[src/rtl/vid_pkg.sv]
// vid_pkg: shared op encodings, END flag positions and sequencer FSM states
package vid_pkg;
  typedef enum logic [1:0] {
    OP_CMD = 2'b00,
    OP_DAT = 2'b01,
    OP_DLY = 2'b10,
    OP_END = 2'b11
  } op_e;
  localparam int END_PP_BIT = 0;
  localparam int END_FM_BIT = 1;
  typedef enum logic [2:0] {
    ST_IDLE,
    ST_FETCH,
    ST_EXEC,
    ST_SEND,
    ST_DELAY,
    ST_WAIT_FM
  } state_e;
endpackage

[src/rtl/vid_cmd_seq_tbl.sv]
// vid_cmd_seq_tbl: 1R1W command table RAM, registered read returning old data on collision
module vid_cmd_seq_tbl #(
  parameter int AW = 6
) (
  input  logic          clk,
  input  logic [AW-1:0] i_w_addr,
  input  logic [9:0]    i_w_data,
  input  logic          i_w_ena,
  input  logic [AW-1:0] i_r_addr,
  output logic [9:0]    o_r_data
);
  logic [9:0] r_mem [2**AW];
  logic [9:0] r_rd;
  // write port and registered read; read sees the pre-write contents
  always_ff @(posedge clk) begin
    if (i_w_ena) r_mem[i_w_addr] <= i_w_data;
    r_rd <= r_mem[i_r_addr];
  end
  assign o_r_data = r_rd;
endmodule

[src/rtl/vid_cmd_seq.sv]
// vid_cmd_seq: table-driven LCD command sequencer feeding the PHY byte stream
module vid_cmd_seq
  import vid_pkg::*;
#(
  parameter int TBL_AW    = 6,
  parameter int DLY_SHIFT = 10
) (
  input  logic              clk,
  input  logic              rst,
  input  logic [TBL_AW-1:0] tbl_w_addr,
  input  logic [9:0]        tbl_w_data,
  input  logic              tbl_w_ena,
  input  logic              run,
  input  logic [TBL_AW-1:0] run_addr,
  input  logic              abort,
  input  logic              fmark_stb,
  output logic [7:0]        phy_data,
  output logic              phy_rs,
  output logic              phy_valid,
  input  logic              phy_ready,
  output logic              pp_start,
  output logic              busy,
  output logic              err,
  output logic [TBL_AW-1:0] cur_addr
);
  localparam int CW = 8 + DLY_SHIFT;
  state_e            r_state, w_state;
  logic [TBL_AW-1:0] r_addr, w_addr;
  logic [CW-1:0]     r_cnt, w_cnt;
  logic [7:0]        r_data, w_data;
  logic              r_rs, w_rs;
  logic              r_valid, w_valid;
  logic              r_pp, w_pp;
  logic              r_flag, w_flag;
  logic              r_err, w_err;
  logic [9:0]        w_ent;
  op_e               w_op;
  logic [7:0]        w_arg;
  logic              w_last;
  vid_cmd_seq_tbl #(.AW(TBL_AW)) u_tbl (
    .clk      (clk),
    .i_w_addr (tbl_w_addr),
    .i_w_data (tbl_w_data),
    .i_w_ena  (tbl_w_ena),
    .i_r_addr (r_addr),
    .o_r_data (w_ent)
  );
  assign w_op   = op_e'(w_ent[9:8]);
  assign w_arg  = w_ent[7:0];
  assign w_last = &r_addr;
  // state register and all datapath registers
  always_ff @(posedge clk or posedge rst) begin
    if (rst) begin
      r_state <= ST_IDLE;
      r_addr  <= '0;
      r_cnt   <= '0;
      r_data  <= '0;
      r_rs    <= 1'b0;
      r_valid <= 1'b0;
      r_pp    <= 1'b0;
      r_flag  <= 1'b0;
      r_err   <= 1'b0;
    end else begin
      r_state <= w_state;
      r_addr  <= w_addr;
      r_cnt   <= w_cnt;
      r_data  <= w_data;
      r_rs    <= w_rs;
      r_valid <= w_valid;
      r_pp    <= w_pp;
      r_flag  <= w_flag;
      r_err   <= w_err;
    end
  end
  // next-state and next-register logic; finishing the last table slot flags err instead of wrapping
  always_comb begin
    w_state = r_state;
    w_addr  = r_addr;
    w_cnt   = r_cnt;
    w_data  = r_data;
    w_rs    = r_rs;
    w_valid = r_valid;
    w_pp    = 1'b0;
    w_flag  = r_flag;
    w_err   = r_err;
    if (abort) begin
      w_state = ST_IDLE;
      w_valid = 1'b0;
      w_cnt   = '0;
    end else begin
      case (r_state)
        ST_IDLE: if (run) begin
          w_state = ST_FETCH;
          w_addr  = run_addr;
          w_err   = 1'b0;
        end
        ST_FETCH: w_state = ST_EXEC;
        ST_EXEC: case (w_op)
          OP_CMD, OP_DAT: begin
            w_data  = w_arg;
            w_rs    = w_op == OP_DAT;
            w_valid = 1'b1;
            w_state = ST_SEND;
          end
          OP_DLY: begin
            w_cnt   = {w_arg, {DLY_SHIFT{1'b0}}};
            w_state = ST_DELAY;
          end
          default: begin
            w_flag  = w_arg[END_PP_BIT];
            w_pp    = w_arg[END_FM_BIT] ? 1'b0 : w_arg[END_PP_BIT];
            w_state = w_arg[END_FM_BIT] ? ST_WAIT_FM : ST_IDLE;
          end
        endcase
        ST_SEND: if (phy_ready) begin
          w_valid = 1'b0;
          w_err   = r_err | w_last;
          w_addr  = w_last ? r_addr : r_addr + 1'b1;
          w_state = w_last ? ST_IDLE : ST_FETCH;
        end
        ST_DELAY: if (r_cnt == '0) begin
          w_err   = r_err | w_last;
          w_addr  = w_last ? r_addr : r_addr + 1'b1;
          w_state = w_last ? ST_IDLE : ST_FETCH;
        end else begin
          w_cnt = r_cnt - 1'b1;
        end
        ST_WAIT_FM: if (fmark_stb) begin
          w_pp    = r_flag;
          w_state = ST_IDLE;
        end
        default: w_state = ST_IDLE;
      endcase
    end
  end
  assign phy_data  = r_data;
  assign phy_rs    = r_rs;
  assign phy_valid = r_valid;
  assign pp_start  = r_pp;
  assign busy      = r_state != ST_IDLE;
  assign err       = r_err;
  assign cur_addr  = r_addr;
endmodule
[config.mk]
export PLATFORM = sky130hd
export DESIGN_NAME = vid_cmd_seq
export DESIGN_NICKNAME = d
export VERILOG_FILES = /design/src/rtl/vid_pkg.sv /design/src/rtl/vid_cmd_seq_tbl.sv /design/src/rtl/vid_cmd_seq.sv
export SDC_FILE = /design/constraint.sdc
export NUM_CORES = 1
export LEC_CHECK = 0
export BUFFER_PORTS_ARGS = -buffer_cell sky130_fd_sc_hd__buf_4
export CAP_MARGIN = 10
export CORE_MARGIN = 10
export CORE_UTILIZATION = 50
export CTS_CLUSTER_SIZE = 24
export DETAILED_ROUTE_END_ITERATION = 8
export PLACE_DENSITY = 0.66
export SYNTH_ARGS = -nofsm -noshare
export SYNTH_HDL_FRONTEND = slang
export SYNTH_SLANG_ARGS = --single-unit
[constraint.sdc]
create_clock -name clk -period 2.9 [get_ports clk]
set_input_delay 0.435 -clock clk [delete_from_list [all_inputs] [get_ports clk]]
set_output_delay 0.435 -clock clk [all_outputs]
set_load 0.03 [all_outputs]
### Word-level counts from Yosys, hierarchy flattened

Memories as Yosys holds them, arrays and structs flattened. A register that Yosys moved wholly into a read port is not among the register bits.
Cells that the tools add are included.

* register bits after elaboration: 40
* memory bits (writable): 640
* output and inout bits: 19
* logic and storage cells: 81
* memories: 1

* add/subtract/negate cells: 2
* equal/unequal tests: 17
* multiplexer cells: 33
* bitwise operators: 3
* reduce and logical (&&, ||, !) cells: 16

Memory list
* u_tbl.r_mem: depth 64, width 10, rd ports 1, clocked after Yosys merged registers in 1, write ports 1, RTL line vid_cmd_seq_tbl.sv:12 `logic [9:0] r_mem [2**AW];`

Operators by type and width (count)
* $mux W18: 3
* $pmux W18 S2: 1
* $mux W6: 4
* $ne A3 B3 Y1 const B: 7
* $logic_not A18 Y1: 1
* $mux W3: 6
* $pmux W3 S6: 1
* $pmux W6 S3: 1
* $sub A18 B1 Y18 const B: 1
* $mux W1: 13
* $reduce_and A3 Y1: 4
* $reduce_bool A3 Y1: 4
* $add A6 B1 Y6 const B: 1
* $eq A3 B2 Y1 const B: 2
* $eq A3 B3 Y1 const B: 2
* $ne A2 B2 Y1 const B: 3
* $pmux W3 S2: 1
* $reduce_and A6 Y1: 1
* $reduce_and A5 Y1: 1
* $pmux W1 S2: 2
* $reduce_and A4 Y1: 1
* $eq A3 B1 Y1 const B: 1
* $logic_not A3 Y1: 1
* $pmux W1 S3: 1
* 7 further kinds: 8

### Depth between registers and ports, before layout

* depth in word-level cells: 5
* gate-level depth with buffers: 9
* mapped depth without buffers: 7

### Cells and area by module

A second synthesis with hierarchy kept.

* cell total of the unflattened synthesis: 1388
* area, all modules: 27619.0 µm²

By module, submodules not included
* vid_cmd_seq_tbl: instances 1, cells each 1118, area an instance 25101.6 µm², seq. area each 19418.6 µm²
* vid_cmd_seq: instances 1, cells each 270, area an instance 2517.4 µm², seq. area each 1001.0 µm²

### Worst setup path after synthesis

Ideal clock, no wire load.

* kind: register to register
* start: reg r_addr[0], in the netlist cur_addr[0]
* end: reg u_tbl.r_rd[2], in the netlist u_tbl.o_r_data[2] (read register of u_tbl.r_mem)
* setup time: 0.122 ns
* arrival: 2.431 ns
* setup slack: 0.347 ns
* stages on the path, launching flop included: 7
* buffers on the path: 2
* cells stage by stage: dfrtp_1 buf_2 buf_1 mux4_2 a22oi_1 nand2_1 a221o_1

RTL lines
* start: declaration: RTL line vid_cmd_seq.sv:28 `logic [TBL_AW-1:0] r_addr, w_addr;`
* start signal: assignment: RTL line vid_cmd_seq.sv:65 `r_addr <= w_addr;`
* end: declaration: RTL line vid_cmd_seq_tbl.sv:13 `logic [9:0] r_rd;`

### Worst setup path in the final report

* start: reg r_cnt[0]
* end: reg r_addr[0], in the netlist cur_addr[0]

* word-level cells in the longest chain between the ends: 3

Ends and longest elaborated chain
* start: declaration: RTL line vid_cmd_seq.sv:29 `logic [CW-1:0] r_cnt, w_cnt;`
* start signal: assignment: RTL line vid_cmd_seq.sv:66 `r_cnt <= w_cnt;`
* $logic_not A18 Y1: RTL line vid_cmd_seq.sv:121 `ST_DELAY: if (r_cnt == '0) begin`
* $ne A2 B2 Y1 (no source line)
* $reduce_and A5 Y1 (no source line)

No other way between the ends.
A chain may end at the register's enable or synchronous reset.

==> reports/qor.yml <==
status: "complete, no violations"
multiInputGateArea_sq_mm: 0.006369
ys_seq_area_frac: 0.7513
cts_tree: "done"
maxSlewHeadroom: 0.4611
vdd.ir_drop.worst_uv: 463.8
design_area_sq_mm: 0.03132
critical_path_class: "reg -> reg"
nets: 1618
tightest_slew_ns: 0.8084
period_share: 0.9429
r2r_cells: 7
worst_path_max_delay_cell: "or4_4"
fmax_mhz: 365.7
clk_pin_slew_ns: 0.06
synth.avg_cell_area_sq_um: 19.09
wl_um: 62190
async_flop_share: 0.05797
ys.flop_type: "edfxtp_1"
vias_per_cell: 6.226
placed_area_sq_mm: 0.02905
cts-resized-gates: 0
cts_htree_levels: 3
numCtsBuffers: 70
cellLeakagePower_uw: 0.01043
path_depth: 7
drt-initial-drc-count: 1694
maxCapViolCount: 0
grt_use_total: 0.1962
synth_area_sq_mm: 0.02718
drc_errors: 0
grt_pass1_vias: 14670
clk_latency_ns: 0.60
die_h_um: 253.1
fillers: 3893
first_pass_iters: 5
grt_first_pass_wirelength_um: 93800
coreArea_sq_mm: 0.05381
period_needed_ns: 2.734
synth_nets: 1455
dieArea_sq_mm: 0.06408
postRouteAntennaNets: 0
setup_tns_ns: 0
dp.cells: 2208
dpl.hpwl_um: 38120
fp-row-count: 85
max_stage_delay_ns: 0.60
grt_max_degree: 65
cp_cell_sequence: "inv_1 > ha_1 > or4b_4 > or4_4 > o21ai_4 > o211ai_1 > a22o_1"
finClkSkew_ns: 0.01720
num_antenna_cells: 0
synth_warnings: 0
cp-end-kind: "register"
vias: 14560
slew_violations: 0
cts_root_buffer: "clkbuf_16"
gp_congestion: 0.8910
critPathTopFamily: "simple AND/OR/NAND/NOR gates"
boundaryPins: 48
hold_viol: 0
stdcell_count: 2339
layout.area.seq_sq_mm: 0.02043
worstPathArrival_ns: 3.22
hold_class: "in -> reg"
path_buf_inv: 1
setup_viol: 0
wl_per_cell_um: 26.59
grt_overflow: 0
syn2layout_area_growth_pct: 15.22
synth-seq-cells: 690
rsz0062_at_grt: "false"
p_total_uw: 27920
fp.dieW_um: 253.1
whs_path_depth: 3
critPathMaxFanout: 9
synth_edf_count: 640
cp.required_ns: 3.38
power.density_mw_per_mm2: 891.7
antenna_found_initial: 0
synth.distinct_cells: 68
syn_inst: 1424
port_buffers: 47
clkSinkCount: 690
start_util: 0.5050
start_kind: "register"
clockBufferDepth: 3
drive_gt1_frac: 0.2629
[power by group]
part | leakage (uW) | internal (uW) | switching, uW
combinational | 0.00296 | 3360 | 4390
sequential | 0.00637 | 11200 | 310
clock | 0.00110 | 5030 | 3680
total | 0.0104 | 19500 | 8380
[cell type report]
type	instances	area share
Clock buffer	86	0.06053
Timing Repair Buffer	170	0.04451
Tap cell	696	0.02781
Sequential cell	690	0.6523
Multi-Input combinational cell	647	0.2034
Clock inverter	42	0.01051
Inverter	8	0.0009589
[cell usage after synthesis (5+ instances only)]
master / count / area share
clkbuf_1: 41 / 0.0057
and2_1: 5 / 0.0012
o211ai_1: 8 / 0.0022
a22oi_1: 61 / 0.017
nor2_1: 85 / 0.012
nand2_1: 42 / 0.0058
a21o_1: 6 / 0.0017
o21ai_0: 20 / 0.0037
a221oi_1: 10 / 0.0032
edfxtp_1: 640 / 0.71
o2bb2ai_1: 5 / 0.0016
buf_2: 19 / 0.0035
o22ai_1: 19 / 0.0044
nor2b_1: 9 / 0.0021
dfrtp_1: 40 / 0.037
dfxtp_1: 10 / 0.0074
a221o_1: 7 / 0.0026
o221ai_1: 8 / 0.0026
o21ai_1: 6 / 0.0011
a21oi_1: 24 / 0.0044
a31oi_1: 6 / 0.0014
nor3_1: 17 / 0.0031
mux4_2: 125 / 0.10
a2bb2oi_1: 5 / 0.0016
mux2i_1: 70 / 0.026
mux2_2: 13 / 0.0054
nor4_1: 5 / 0.0012
buf_1: 16 / 0.0022
a211oi_1: 12 / 0.0033
nand3_1: 15 / 0.0028
or3_1: 7 / 0.0016
inv_1: 8 / 0.0011
[placed cells by master (no fill, tap or decap), types with 19 or more instances in the layout]
cell       instances
a22oi_1           61
buf_4            159
nand2_1           42
clkbuf_16         73
mux2i_1           70
o22ai_1           19
o21ai_0           20
edfxtp_1         640
a21oi_1           24
mux4_2           125
dfrtp_1           38
nor2_1            83
[metal layers]
metal | global-route usage | share of wire | up-vias
li1 | - | - | 6220
met1 | 0.2788 | 0.42 | 7598
met2 | 0.3037 | 0.47 | 660
met3 | 0.03434 | 0.078 | 84
met4 | 0.06624 | 0.023 | 0
met5 | 0 | 0 | -
[path summary, 6_finish.rpt]
kind	startpoint	endpoint	slack [ns]
setup / recovery	r_cnt[0]	cur_addr[0]	0.17
hold / removal	fmark_stb	pp_start	0.17
setup reg to reg	r_cnt[0]	cur_addr[0]	0.17
hold reg to reg	r_cnt[14]	r_cnt[14]	0.51
max in group asynchronous	rst	r_cnt[7]	1.56
min in group asynchronous	rst	err	0.55
[timing repair]
action                     4_1_cts  5_1_grt
hold buffers                     2        0
setup endpoints to repair        0        4
hold endpoints to repair        13        0
buffers inserted                 0        1
[cells by family (layout without fill, tap and decap cells)]
group / count (synthesis) / in the layout / share of synthesized area
adder cells (fa/ha/maj): 2 / 2 / 0.0009206
buffers and inverters: 87 / 306 / 0.01450
AND/OR/NAND/NOR: 214 / 214 / 0.03821
XOR/XNOR: 1 / 1 / 0.0003223
flip-flops: 690 / 690 / 0.7513
multiplexers: 208 / 208 / 0.1348
AO/OA/AOI/OAI: 222 / 222 / 0.05994
[worst min-delay path, stage by stage]
cell and delay (ns):
buf_4 0.12, nand4b_1 0.07, o21ai_0 0.09
[per-stage QoR]
step | worst slack, ns | hold WS, ns | utilization
floorplan | 0.3467 | 0.4391 | -
global placement | 0.2111 | 0.4800 | 0.5398
detailed placement | 0.1280 | 0.4835 | 0.5398
CTS | 0.1262 | 0.1174 | 0.5815
global route | 0.04597 | 0.1889 | 0.5819
finish | 0.1655 | 0.1678 | 0.5819
[sequential cells by signal (all words and copies together) (netlist names)]
register and flops:
u_tbl.r_mem 640, phy_rs 1, phy_data 8, u_tbl.o_r_data 10
pp_start 1, cur_addr 6, r_cnt 18, phy_valid 1
r_state 3, err 1, r_flag 1
Power figures use the tool's default switching activity.
